===== config.mk =====
export PLATFORM = sky130hd
export DESIGN_NAME = hazard_controller_flat
export DESIGN_NICKNAME = d
export VERILOG_FILES = /design/src/rtl/hazard_controller_if.sv /design/src/rtl/hazard_controller.sv /design/src/flat_wrapper.sv
export SDC_FILE = /design/constraint.sdc
export NUM_CORES = 1
export LEC_CHECK = 0
export ABC_CLOCK_PERIOD_IN_PS = 1950
export CAP_MARGIN = 10
export CORE_UTILIZATION = 42
export CTS_CLUSTER_SIZE = 8
export DETAILED_ROUTE_END_ITERATION = 7
export PLACE_DENSITY = 0.75
export SLEW_MARGIN = 30
export SYNTH_ARGS = -nofsm -noshare
export SYNTH_HDL_FRONTEND = slang
export SYNTH_SLANG_ARGS = --single-unit

===== constraint.sdc =====
create_clock -name clk -period 1.95 [get_ports clk]
set_input_delay 0.39 -clock clk [delete_from_list [all_inputs] [get_ports clk]]
set_output_delay 0.39 -clock clk [all_outputs]
set_load 0.03 [all_outputs]

===== src/rtl/hazard_controller_if.sv =====
// Signal bundle between the ID-stage decode/datapath and the hazard controller.
// The master drives decoded ID fields and datapath status; the slave returns enables, flushes and counters.
interface hazard_controller_if #(
    parameter int CNT_W = 16
);
    logic             id_valid;
    logic [3:0]       id_rn;
    logic [3:0]       id_rm;
    logic             id_use_rn;
    logic             id_use_rm;
    logic [3:0]       id_rd;
    logic             id_wr_rd;
    logic             id_is_load;
    logic             id_is_store;
    logic             id_sets_flags;
    logic             id_reads_flags;
    logic             ex_branch_taken;
    logic             mem_ready;

    logic             pc_en;
    logic             ifid_en;
    logic             idex_en;
    logic             exmem_en;
    logic             memwb_en;
    logic             ifid_flush;
    logic             idex_flush;
    logic             stall;
    logic             mem_wait;
    logic [CNT_W-1:0] stall_cnt;
    logic [CNT_W-1:0] flush_cnt;

    modport master (
        output id_valid, id_rn, id_rm, id_use_rn, id_use_rm, id_rd, id_wr_rd,
               id_is_load, id_is_store, id_sets_flags, id_reads_flags,
               ex_branch_taken, mem_ready,
        input  pc_en, ifid_en, idex_en, exmem_en, memwb_en,
               ifid_flush, idex_flush, stall, mem_wait, stall_cnt, flush_cnt
    );

    modport slave (
        input  id_valid, id_rn, id_rm, id_use_rn, id_use_rm, id_rd, id_wr_rd,
               id_is_load, id_is_store, id_sets_flags, id_reads_flags,
               ex_branch_taken, mem_ready,
        output pc_en, ifid_en, idex_en, exmem_en, memwb_en,
               ifid_flush, idex_flush, stall, mem_wait, stall_cnt, flush_cnt
    );
endinterface


===== src/rtl/hazard_controller.sv =====
// Pipeline sequencing controller for the five-stage core: load-use, flag and branch hazards,
// data-memory wait freeze, plus saturating stall/flush event counters.
module hazard_controller #(
    parameter int CNT_W = 16
) (
    input logic                clk,
    input logic                rst_n,
    hazard_controller_if.slave bus
);

    typedef enum logic {
        RUN,
        MEM_WAIT
    } state_t;

    typedef struct packed {
        logic       valid;
        logic [3:0] rd;
        logic       wr_rd;
        logic       is_load;
        logic       sets_flags;
        logic       is_mem;
    } ex_shadow_t;

    localparam logic [CNT_W-1:0] CNT_MAX = '1;

    state_t           state_q, state_d;
    ex_shadow_t       ex_q, ex_d;
    logic             mem_valid_q;
    logic             mem_is_mem_q;
    logic [CNT_W-1:0] stall_cnt_q;
    logic [CNT_W-1:0] flush_cnt_q;

    logic freeze;
    logic load_use;
    logic flag_hazard;
    logic id_stall;
    logic bubble;

    // Shadow state cannot advance while the instruction in MEM waits on data memory.
    assign freeze = mem_valid_q & mem_is_mem_q & ~bus.mem_ready;

    assign load_use = bus.id_valid & ex_q.valid & ex_q.is_load & ex_q.wr_rd &
                      ((bus.id_use_rn & (bus.id_rn == ex_q.rd)) |
                       (bus.id_use_rm & (bus.id_rm == ex_q.rd)));

    assign flag_hazard = bus.id_valid & bus.id_reads_flags & ex_q.valid & ex_q.sets_flags;

    // A taken branch squashes the stalled instruction, so it never counts as a stall.
    assign id_stall = (load_use | flag_hazard) & ~bus.ex_branch_taken;
    assign bubble   = id_stall | bus.ex_branch_taken;

    always_comb begin
        // NOTE: every output gets a default first so no path through the if-chain can infer a latch.
        bus.pc_en      = 1'b1;
        bus.ifid_en    = 1'b1;
        bus.idex_en    = 1'b1;
        bus.exmem_en   = 1'b1;
        bus.memwb_en   = 1'b1;
        bus.ifid_flush = 1'b0;
        bus.idex_flush = 1'b0;
        bus.stall      = 1'b0;

        if (rst_n) begin
            if (freeze) begin
                bus.pc_en    = 1'b0;
                bus.ifid_en  = 1'b0;
                bus.idex_en  = 1'b0;
                bus.exmem_en = 1'b0;
                bus.memwb_en = 1'b0;
            end else if (bus.ex_branch_taken) begin
                bus.ifid_flush = 1'b1;
                bus.idex_flush = 1'b1;
            end else if (id_stall) begin
                bus.pc_en      = 1'b0;
                bus.ifid_en    = 1'b0;
                bus.idex_flush = 1'b1;
                bus.stall      = 1'b1;
            end
        end
    end

    always_comb begin
        state_d = state_q;
        unique case (state_q)
            RUN:      if (freeze) state_d = MEM_WAIT;
            MEM_WAIT: if (bus.mem_ready) state_d = RUN;
            default:  state_d = RUN;
        endcase
    end

    always_comb begin
        ex_d.valid      = bus.id_valid;
        ex_d.rd         = bus.id_rd;
        ex_d.wr_rd      = bus.id_wr_rd;
        ex_d.is_load    = bus.id_is_load;
        ex_d.sets_flags = bus.id_sets_flags;
        ex_d.is_mem     = bus.id_is_load | bus.id_is_store;
        if (bubble) ex_d = '0;
    end

    // NOTE: sequential state uses non-blocking assignments so every register samples pre-edge values.
    always_ff @(posedge clk or negedge rst_n) begin
        if (!rst_n) begin
            state_q <= RUN;
        end else begin
            state_q <= state_d;
        end
    end

    always_ff @(posedge clk or negedge rst_n) begin
        if (!rst_n) begin
            ex_q         <= '0;
            mem_valid_q  <= 1'b0;
            mem_is_mem_q <= 1'b0;
        end else if (!freeze) begin
            ex_q         <= ex_d;
            mem_valid_q  <= ex_q.valid;
            mem_is_mem_q <= ex_q.is_mem;
        end
    end

    always_ff @(posedge clk or negedge rst_n) begin
        if (!rst_n) begin
            stall_cnt_q <= '0;
            flush_cnt_q <= '0;
        end else if (!freeze) begin
            if (id_stall && stall_cnt_q != CNT_MAX)
                stall_cnt_q <= stall_cnt_q + 1'b1;
            if (bus.ex_branch_taken && flush_cnt_q != CNT_MAX)
                flush_cnt_q <= flush_cnt_q + 1'b1;
        end
    end

    assign bus.mem_wait  = (state_q == MEM_WAIT);
    assign bus.stall_cnt = stall_cnt_q;
    assign bus.flush_cnt = flush_cnt_q;

endmodule

===== src/flat_wrapper.sv =====
// flat-port wrapper written by rule: the top's interface ports become plain ports
module hazard_controller_flat 
#(
    parameter int CNT_W = 16
)
  (clk, rst_n, bus_id_valid, bus_id_rn, bus_id_rm, bus_id_use_rn, bus_id_use_rm, bus_id_rd, bus_id_wr_rd, bus_id_is_load, bus_id_is_store, bus_id_sets_flags, bus_id_reads_flags, bus_ex_branch_taken, bus_mem_ready, bus_pc_en, bus_ifid_en, bus_idex_en, bus_exmem_en, bus_memwb_en, bus_ifid_flush, bus_idex_flush, bus_stall, bus_mem_wait, bus_stall_cnt, bus_flush_cnt);
  hazard_controller_if #(.CNT_W(CNT_W)) bus_i ();
  input logic clk;
  input logic rst_n;
  input wire logic [$bits(bus_i.id_valid)-1:0] bus_id_valid;
  input wire logic [$bits(bus_i.id_rn)-1:0] bus_id_rn;
  input wire logic [$bits(bus_i.id_rm)-1:0] bus_id_rm;
  input wire logic [$bits(bus_i.id_use_rn)-1:0] bus_id_use_rn;
  input wire logic [$bits(bus_i.id_use_rm)-1:0] bus_id_use_rm;
  input wire logic [$bits(bus_i.id_rd)-1:0] bus_id_rd;
  input wire logic [$bits(bus_i.id_wr_rd)-1:0] bus_id_wr_rd;
  input wire logic [$bits(bus_i.id_is_load)-1:0] bus_id_is_load;
  input wire logic [$bits(bus_i.id_is_store)-1:0] bus_id_is_store;
  input wire logic [$bits(bus_i.id_sets_flags)-1:0] bus_id_sets_flags;
  input wire logic [$bits(bus_i.id_reads_flags)-1:0] bus_id_reads_flags;
  input wire logic [$bits(bus_i.ex_branch_taken)-1:0] bus_ex_branch_taken;
  input wire logic [$bits(bus_i.mem_ready)-1:0] bus_mem_ready;
  output wire logic [$bits(bus_i.pc_en)-1:0] bus_pc_en;
  output wire logic [$bits(bus_i.ifid_en)-1:0] bus_ifid_en;
  output wire logic [$bits(bus_i.idex_en)-1:0] bus_idex_en;
  output wire logic [$bits(bus_i.exmem_en)-1:0] bus_exmem_en;
  output wire logic [$bits(bus_i.memwb_en)-1:0] bus_memwb_en;
  output wire logic [$bits(bus_i.ifid_flush)-1:0] bus_ifid_flush;
  output wire logic [$bits(bus_i.idex_flush)-1:0] bus_idex_flush;
  output wire logic [$bits(bus_i.stall)-1:0] bus_stall;
  output wire logic [$bits(bus_i.mem_wait)-1:0] bus_mem_wait;
  output wire logic [$bits(bus_i.stall_cnt)-1:0] bus_stall_cnt;
  output wire logic [$bits(bus_i.flush_cnt)-1:0] bus_flush_cnt;
  assign bus_i.id_valid = bus_id_valid;
  assign bus_i.id_rn = bus_id_rn;
  assign bus_i.id_rm = bus_id_rm;
  assign bus_i.id_use_rn = bus_id_use_rn;
  assign bus_i.id_use_rm = bus_id_use_rm;
  assign bus_i.id_rd = bus_id_rd;
  assign bus_i.id_wr_rd = bus_id_wr_rd;
  assign bus_i.id_is_load = bus_id_is_load;
  assign bus_i.id_is_store = bus_id_is_store;
  assign bus_i.id_sets_flags = bus_id_sets_flags;
  assign bus_i.id_reads_flags = bus_id_reads_flags;
  assign bus_i.ex_branch_taken = bus_ex_branch_taken;
  assign bus_i.mem_ready = bus_mem_ready;
  assign bus_pc_en = bus_i.pc_en;
  assign bus_ifid_en = bus_i.ifid_en;
  assign bus_idex_en = bus_i.idex_en;
  assign bus_exmem_en = bus_i.exmem_en;
  assign bus_memwb_en = bus_i.memwb_en;
  assign bus_ifid_flush = bus_i.ifid_flush;
  assign bus_idex_flush = bus_i.idex_flush;
  assign bus_stall = bus_i.stall;
  assign bus_mem_wait = bus_i.mem_wait;
  assign bus_stall_cnt = bus_i.stall_cnt;
  assign bus_flush_cnt = bus_i.flush_cnt;
  hazard_controller #(.CNT_W(CNT_W)) u_core (.clk(clk), .rst_n(rst_n), .bus(bus_i));
endmodule

==> impl_metrics.json, run 1 <==
{
  "worstMarginPinSlew_ns": 0.5048,
  "yosys_most_used_dff": "dfrtp_1",
  "avgViaCountPerCell": 5.102,
  "drtPass1Iterations": 4,
  "synth_top_area_share_pct": 50.46,
  "synth_area_leaders": "dfrtp_1, xnor2_1, nand2_1",
  "synth_most_common_cell": "dfrtp_1",
  "clockRootBuffer": "clkbuf_8",
  "drv_slew": 0,
  "drt-total-wl_mm": 5.216,
  "grt_pass1_wl_mm": 8.093,
  "netlist.top_cell.by_area": "dfrtp_1",
  "post-route-period-util_pct": 127.1,
  "critPathMaxFanout": 2,
  "ys.warnings.count": 0,
  "cp.required_ns": 1.56,
  "diodes": 0,
  "start_util_pct": 45.01,
  "yosys.area_share.simple_pct": 25.69,
  "timing.fmax_mhz": 403.4,
  "status": "finished, violations left",
  "synthMuxAreaShare_pct": 0.5161,
  "grt-ovfl-total": 0,
  "syn_area_um2": 2182,
  "r2r_slack_ns": -0.29,
  "yosysSeqAreaShare_pct": 50.46,
  "insertion_delay_ns": 0.30,
  "placementRows": 25,
  "die-area_um2": 5488,
  "drive_above_1_share_pct": 21.50,
  "clockBufferDepth": 2,
  "cp.arrival_ns": 2.09,
  "grt.total_usage_pct": 19.98,
  "worst_slack_ns": -0.5290,
  "fillers": 391,
  "r2r_cells": 10,
  "final.min_clock_period_ns": 2.479,
  "cts-htree-levels": 2,
  "dp_slack_ns": -1.010,
  "numClockSinks": 44,
  "setup.worst_path.start_class": "input port",
  "synth_common_cells": "dfrtp_1, nand2_1, xnor2_1",
  "grt_pass1_vias": 1756,
  "dp_hpwl_mm": 3.656,
  "rsz0062_at_grt": "yes",
  "die_h_um": 74.08,
  "syn_avg_cell_area_um2": 10.15,
  "antenna_found_initial": 0,
  "synthXorXnorAreaFrac_pct": 14.45,
  "fin_skew_ns": 0.002602,
  "synth_enable_flop_cells": 0,
  "syn2layout_area_growth_pct": 51.03,
  "hold_path_class": "input port to asynchronous set/reset pin",
  "synth_top_family_by_area": "simple AND/OR/NAND/NOR gates",
  "reg2reg_from": "u_core.ex_q[7]$_DFFE_PN0N_",
  "nNetsFinal": 332,
  "routedWlPerCell_um": 13.95,
  "ioPinCount": 65,
  "synth-compound-area-share_pct": 5.103,
  "grt_max_degree": 26,
  "ys_types": 34,
  "num_vias": 1908,
  "cellPowerDensity_nw_per_um2": 774.2,
  "syn_nets": 241,
  "r2r-end": "u_core.bus.stall_cnt[8]$_DFFE_PN0P_",
  "cts_tree": "built",
  "clk_pin_slew_ns": 0.08,
  "routabilityCongestion": 0.7966,
  "final_hold_viol_count": 0,
  "synth_fa_ha_area_share_pct": 1.147,
  "crit_path_end_kind": "output port",
  "dieWidth_um": 74.08,
  "setup_tns_ns": -5.726,
  "synth-seq-cells": 44,
  "drv_cap": 0,
  "ir_drop_v": 0.0007953,
  "drc": 0,
  "setup_viol": 20,
  "numCtsBuffers": 5,
  "synthArstFlopShare_pct": 100.0,
  "syn_inst": 215,
  "worstSetupPathType": "input port to output port",
  "maxSlewHeadroom_pct": 66.19,
  "io_buffers": 64,
  "hold_buffers": 0,
  "violations": "setup timing",
  "core_area_um2": 4848,
  "drtAntennaViolNets": 0,
  "power_leakage_nw": 1.455,
  "drt_first_iter_violations": 67
}
-- worst max-delay path by stage --
stage / startpoint / endpoint / slack (ns) / cells after the start
final: bus_id_rn[2] / bus_stall / -0.53 / 8
after global placement: bus_id_valid / bus_pc_en / -0.97 / 8
after CTS: u_core.ex_q[4]$_DFFE_PN0N_ / bus_stall / -0.51 / 7
after global routing: u_core.ex_q[7]$_DFFE_PN0N_ / bus_stall / -0.64 / 7
after detailed placement: bus_id_valid / bus_ifid_en / -1.01 / 8
after floorplan: bus_id_rn[0] / bus_stall / -0.14 / 6
-- report_power, final --
part | switching (mW) | leakage [nW] | internal (mW) | total, mW
Combinational | 0.418 | 0.831 | 0.359 | 0.777
Clock | 0.309 | 0.0455 | 0.289 | 0.598
Sequential | 0.144 | 0.579 | 1.03 | 1.18
Total | 0.871 | 1.46 | 1.68 | 2.55
-- worst max-delay path: stages --
cell and delay, ns:
clkdlybuf4s50_1 0.41, xor2_1 0.16, nor4_2 0.26, nand3_1 0.13, buf_4 0.17, a211oi_4 0.25
and2_4 0.19, buf_6 0.12
-- logic make-up (layout without fill, tap and decap cells) --
family / count (synthesis) / after routing
AND/OR/NAND/NOR: 104 / 104
flip-flops: 44 / 44
XOR/XNOR: 36 / 36
AO/OA/AOI/OAI: 18 / 18
buffers and inverters: 10 / 102
adder cells (fa/ha/maj): 2 / 2
multiplexers: 1 / 1
-- per-layer routing --
metal / wire length (um) / global-route usage [%] / vias up
li1: - / - / 920
met1: 2342 / 25.39 / 911
met2: 2529 / 32.42 / 68
met3: 259 / 5.420 / 9
met4: 84 / 7.906 / 0
met5: 0 / 0 / -
-- cell type report --
| class | count | area, um^2 | area share (%) |
|---|---|---|---|
| Clock buffer | 8 | 90.09 | 2.733 |
| Inverter | 2 | 7.507 | 0.2278 |
| Multi-Input combinational cell | 161 | 1119 | 33.94 |
| Sequential cell | 44 | 1102 | 33.45 |
| Tap cell | 67 | 83.83 | 2.544 |
| Timing Repair Buffer | 92 | 893.4 | 27.11 |
-- layout by cell type, fill, tap and decap left out, drive strengths merged, types with 4 or more instances in the layout --
cell type      instances
nor4                   4
nand3                 14
nand4                 13
dlygate4sd2            5
clkbuf                 9
xnor2                 26
nand2                 38
xor2                  10
buf                   36
o21ai                 12
dfrtp                 44
nor2                  11
clkdlybuf4s50         49
and3                   9
-- flip-flops by register name, indices dropped and copies added (netlist names) --
register and flops:
u_core.bus.flush_cnt 16, u_core.mem_valid_q 1, u_core.bus.stall_cnt 16, u_core.mem_is_mem_q 1, u_core.bus.mem_wait 1, u_core.ex_q 9
-- per-stage QoR --
step	hold slack, ns	area, um^2	util, %	cells	power, mW
6_report	0.1080	3296	67.97	374	2.552
5_1_grt	0.1202	3296	67.97	374	2.681
4_1_cts	0.1029	3142	64.80	369	2.568
3_5_place_dp	0.4341	3024	62.37	360	1.955
3_3_place_gp	0.4363	3024	62.37	360	1.945
2_1_floorplan	0.09441	2198	-	215	1.579
-- timing repair --
item,4_1_cts,5_1_grt
endpoints found under the setup margin,24,20
pin swaps,8,12
resized for setup,24,21
gates cloned,0,1
endpoints found under the hold margin,0,0
setup buffers,1,4
(Power assumes the default switching activity.)
==> inputs of run 2 (changes only) <==
--- a/config.mk
+++ b/config.mk
@@ -13,2 +13,3 @@
 export PLACE_DENSITY = 0.75
+export REMOVE_ABC_BUFFERS = 1
 export SLEW_MARGIN = 30
==> constraint.sdc (replaced) <==
create_clock -name clk -period 1.95 [get_ports clk]
set_input_delay 0.2925 -clock clk [delete_from_list [all_inputs] [get_ports clk]]
set_output_delay 0.2925 -clock clk [all_outputs]
set_load 0.03 [all_outputs]
==> run 2 against run 1 <==
First-iteration DRC count rose by 10%. Hold slack better by 0.19 ns. Clock power barely moved. The run still ends with setup timing left. Design area is 0.99% higher. Maximum frequency grew 7.7%. Critical endpoint unchanged. Sequential share of layout area decreased by 0.36 points. Total power is 0.83% lower. Worst setup slack gained 0.18 ns. Critical path depth unchanged. Count of clock-buffer cells in the layout is 1 lower.
==> impl_metrics.json, run 2 (synthesis results as in run 1) <==
{
  "status": "finished, violations left",
  "violations": "setup timing",
  "timing.fmax_mhz": 434.4,
  "mostFrequentLayoutCells": "clkdlybuf4s50_1, dfrtp_1, nand2_1",
  "crit_family": "buffers and inverters",
  "avgViaCountPerCell": 5.191,
  "setup.worst_path.start_class": "input port",
  "slowest_stage": "clkdlybuf4s50_1",
  "syn2layout_area_growth_pct": 52.52,
  "post-route-period-util_pct": 118.0,
  "core_area_um2": 4848,
  "clockRootBuffer": "clkbuf_8",
  "power_leakage_nw": 1.450,
  "placementRows": 25,
  "layout_commonest_cell": "clkdlybuf4s50_1",
  "start_util_pct": 45.01,
  "clockBufferDepth": 2,
  "fin_skew_ns": 0.005720,
  "crit_path_cell_trace": "clkdlybuf4s50_1, xor2_1, nor4_1, a31oi_1, buf_4, a211oi_4, and2_4, buf_6",
  "antenna_found_initial": 0,
  "drv_slew": 0,
  "crit_path_end_kind": "output port",
  "worstSetupPathType": "input port to output port",
  "numCtsBuffers": 5,
  "drt-total-wl_mm": 5.223,
  "cts_tree": "built",
  "cellPowerDensity_nw_per_um2": 760.3,
  "maxSlewHeadroom_pct": 64.20,
  "grt.total_usage_pct": 20.04,
  "slowest_delay_ns": 0.42,
  "grt_pass1_wl_mm": 8.445,
  "worstMarginPinSlew_ns": 0.5344,
  "ir_drop_v": 0.0004033,
  "rsz0062_at_grt": "yes",
  "io_buffers": 64,
  "setup_viol": 20,
  "final_hold_viol_count": 0,
  "ioPinCount": 65,
  "cp.required_ns": 1.66,
  "num_vias": 1926,
  "diodes": 0,
  "dp_hpwl_mm": 3.598,
  "cp.arrival_ns": 2.01,
  "worst_slack_ns": -0.3518,
  "grt-ovfl-total": 0,
  "routedWlPerCell_um": 14.08,
  "die-area_um2": 5488,
  "cts-htree-levels": 2,
  "drtPass1Iterations": 4,
  "nNetsFinal": 329,
  "drtAntennaViolNets": 0,
  "dieWidth_um": 74.08,
  "clk_pin_slew_ns": 0.08,
  "drv_cap": 0,
  "drive_above_1_share_pct": 20.39,
  "final.min_clock_period_ns": 2.302,
  "die_h_um": 74.08,
  "drc": 0,
  "numClockSinks": 44,
  "drt_first_iter_violations": 74,
  "hold_path_class": "input port to flop",
  "dp_cells": 357,
  "power_mw": 2.530,
  "grt_max_degree": 27,
  "critPathMaxFanout": 2,
  "grt_pass1_vias": 1872,
  "stdcell_count": 371,
  "critPathBufInv": 3,
  "insertion_delay_ns": 0.30,
  "routabilityCongestion": 0.7962
}
==> run 2: changes by cell type in the layout (fill, tap and decap cells not counted), moves of 3 or more <==
cell,change
buf_4,-7
xnor2_2,+3
nand3_4,+3
clkdlybuf4s50_1,+3
nand3_2,-3
xnor2_1,-3
==> run 2: cell type report <==
cell class / instances / area [um^2]
clock buffers: 7 / 86.33
inverters: 2 / 7.507
fillers: 392 / 1520
repair buffers: 89 / 883.3
multi-input cells: 161 / 1159
flip-flops and latches: 44 / 1101
well taps: 67 / 83.83
clock inverters: 1 / 7.507
==> run 2: timing repair <==
action	CTS	global route
setup buffers	1	3
setup endpoints to repair	23	27
resized for setup	20	33
endpoints found under the hold margin	18	0
cloned	1	0
hold buffers	1	0
pin swaps	7	11
==> run 2: power breakdown <==
group	switching (mW)	internal [mW]
clock	0.308	0.288
combinational	0.403	0.347
sequential	0.152	1.03
total	0.863	1.67
==> run 2: per-layer routing <==
metal  wire (um)  GRT usage, %  vias up
li1            -             -      914
met2        2769         35.25       65
met4          49         6.410        0
met1        2140         25.13      940
met5           0             0        -
met3         263         3.252        7
==> run 2: metrics by stage <==
step	setup slack [ns]	setup TNS [ns]	hold WS [ns]	area, um^2	utilization (%)
detailed placement	-0.6851	-11.70	0.3187	2987	61.60
global route	-0.4476	-6.823	0.3100	3328	68.65
CTS	-0.3723	-3.668	0.4795	3154	65.06
global placement	-0.6500	-10.81	0.3014	2987	61.60
finish	-0.3518	-4.737	0.3000	3328	68.65
floorplan	-0.2845	-0.9808	-0.003091	2132	-
==> run 2: tightest hold or removal path: stages <==
cell	delay [ns]
dlymetal6s2s_1	0.14
nand2_1	0.07
o21ai_1	0.05
==> run 2: path summary, 6_finish.rpt <==
path	from	endpoint	slack [ns]	cells after the start
setup / recovery	bus_id_rm[0]	bus_stall	-0.35	8
hold / removal	bus_id_valid	u_core.ex_q[8]$_DFFE_PN0N_	0.30	3
setup reg to reg	u_core.ex_q[4]$_DFFE_PN0N_	u_core.bus.stall_cnt[6]$_DFFE_PN0P_	-0.27	11
min in group asynchronous	rst_n	u_core.ex_q[5]$_DFFE_PN0N_	0.54	3
max in group asynchronous	rst_n	u_core.bus.flush_cnt[13]$_DFFE_PN0P_	0.83	4
hold reg to reg	u_core.ex_q[0]$_DFFE_PN0N_	u_core.mem_is_mem_q$_DFFE_PN0N_	0.47	1
==> inputs of run 3 (changes only) <==
- SKIP_LAST_GASP: not set -> 1
==> run 3 against run 2 <==
The flow still finishes with violations (setup timing). Worst setup slack better by 0.0027 ns. Sequential power about the same. Sequential share of layout area up 0.10 points. Largest cell class unchanged. First-iteration DRC count down 5.4%. Non-clock buffer count unchanged.
==> impl_metrics.json, run 3 (synthesis results as in run 1) <==
{
  "grt_max_degree": 27,
  "setup_tns_ns": -4.648,
  "r2r_slack_ns": -0.25,
  "diodes": 0,
  "drt-total-wl_mm": 5.137,
  "multi_input_area_um2": 1149,
  "dp_hpwl_mm": 3.598,
  "numCtsBuffers": 5,
  "worstMarginPinSlew_ns": 0.5267,
  "syn2layout_area_growth_pct": 52.06,
  "post-route-period-util_pct": 117.9,
  "routedWlPerCell_um": 13.85,
  "worstSetupPathType": "input port to output port",
  "ir_drop_v": 0.0004034,
  "highest_layer": "met4",
  "grt_pass1_vias": 1872,
  "dieWidth_um": 74.08,
  "rsz0062_at_grt": "yes",
  "die-area_um2": 5488,
  "seq_area_um2": 1101,
  "drc": 0,
  "slowest_delay_ns": 0.42,
  "start_util_pct": 45.01,
  "crit_path_cell_trace": "clkdlybuf4s50_1, xor2_1, nor4_1, a31oi_1, buf_4, a211oi_4, and2_4, buf_6",
  "drt_first_iter_violations": 70,
  "fin_worst_hold_slack_ns": 0.2971,
  "drtPass1Iterations": 4,
  "critPathMaxFanout": 2,
  "final_cell_area_um2": 3318,
  "dp_cells": 357,
  "numClockSinks": 44,
  "drv_slew": 0,
  "clockRootBuffer": "clkbuf_8",
  "power_mw": 2.531,
  "hold_path_class": "input port to flop",
  "setup.worst_path.start_class": "input port",
  "core_area_um2": 4848,
  "placementRows": 25,
  "setup_viol": 20,
  "clockBufferDepth": 2,
  "placed_area_um2": 2987,
  "fillers": 396,
  "dp_slack_ns": -0.6851,
  "drtAntennaViolNets": 0,
  "hold_depth": 3,
  "cts-htree-levels": 2,
  "stdcell_count": 371,
  "antenna_found_initial": 0,
  "violations": "setup timing",
  "cellPowerDensity_nw_per_um2": 762.9,
  "final_util_pct": 68.44,
  "maxSlewHeadroom_pct": 64.72,
  "drv_cap": 0,
  "crit_cells": 8,
  "timing.fmax_mhz": 434.9,
  "routed-wl-met3_um": 243,
  "critPathBufInv": 3,
  "cts_tree": "built",
  "layout_commonest_cell": "clkdlybuf4s50_1",
  "cp.arrival_ns": 2.01,
  "fin_skew_ns": 0.008188,
  "nNetsFinal": 329,
  "dr_wl_met2_mm": 2.735,
  "drt-met1-wl_mm": 2.112,
  "grt.total_usage_pct": 20.04,
  "ioPinCount": 65,
  "insertion_delay_ns": 0.30,
  "crit_family": "buffers and inverters",
  "avgViaCountPerCell": 5.162,
  "grt_pass1_wl_mm": 8.445,
  "r2r_cells": 10,
  "crit_path_end_kind": "output port",
  "io_buffers": 64,
  "power_leakage_nw": 1.441,
  "drive_above_1_share_pct": 19.74,
  "die_h_um": 74.08,
  "clk_pin_slew_ns": 0.08,
  "routabilityCongestion": 0.7962,
  "num_vias": 1915,
  "slowest_stage": "clkdlybuf4s50_1",
  "final.min_clock_period_ns": 2.299,
  "worst_slack_ns": -0.3491,
  "cp.required_ns": 1.66,
  "mostFrequentLayoutCells": "clkdlybuf4s50_1, dfrtp_1, nand2_1",
  "final_hold_viol_count": 0,
  "grt-ovfl-total": 0,
  "status": "finished, violations left"
}
-- run 3: changes by cell type in the layout (fill, tap and decap cells not counted) --
cell     change
nand2_1      +1
nand2_2      -1
xnor2_1      +1
xnor2_2      -1
-- run 3: final cells by class --
| cell class | count | share of cell area, % |
|---|---|---|
| clock buffers | 7 | 2.602 |
| clock inverters | 1 | 0.2262 |
| inverters | 2 | 0.2262 |
| multi-input cells | 161 | 34.62 |
| flip-flops and latches | 44 | 33.18 |
| well taps | 67 | 2.526 |
| repair buffers | 89 | 26.62 |
-- run 3: path summary, 6_finish.rpt --
check	from	end
worst max-delay path	bus_id_rm[0]	bus_stall
max in group asynchronous	rst_n	u_core.bus.flush_cnt[13]$_DFFE_PN0P_
min in group asynchronous	rst_n	u_core.ex_q[5]$_DFFE_PN0N_
worst min register to register	u_core.ex_q[0]$_DFFE_PN0N_	u_core.mem_is_mem_q$_DFFE_PN0N_
worst min-delay path	bus_id_valid	u_core.ex_q[8]$_DFFE_PN0N_
worst max register to register	u_core.ex_q[4]$_DFFE_PN0N_	u_core.bus.stall_cnt[1]$_DFFE_PN0P_
-- run 3: worst register-to-register path, stage by stage (launching register included) --
cell and delay (ns):
dfrtp_1 0.41, xor2_1 0.15, nor4_1 0.27, a31oi_1 0.13, buf_4 0.15, a211oi_4 0.26
buf_4 0.15, buf_6 0.11, buf_6 0.11, nand2_4 0.05, mux2_4 0.29
-- run 3: report_power, final --
group          leakage (nW)  switching [mW]  internal, mW
Combinational         0.816           0.403         0.347
Sequential            0.580           0.151          1.03
Clock                0.0445           0.310         0.288
-- run 3: routing by layer --
layer / vias to the layer above / global-route usage [%]
met5: - / 0
met4: 0 / 6.410
met3: 5 / 3.252
met2: 53 / 35.25
met1: 941 / 25.13
li1: 916 / -
-- run 3: timing repair --
action / 4_1_cts / 5_1_grt
gates resized for setup: 20 / 31
setup buffers: 1 / 3
setup endpoints to repair: 23 / 27
pin swaps: 7 / 11
gates cloned: 1 / 0
hold buffers: 1 / 0
hold endpoints to repair: 18 / 0
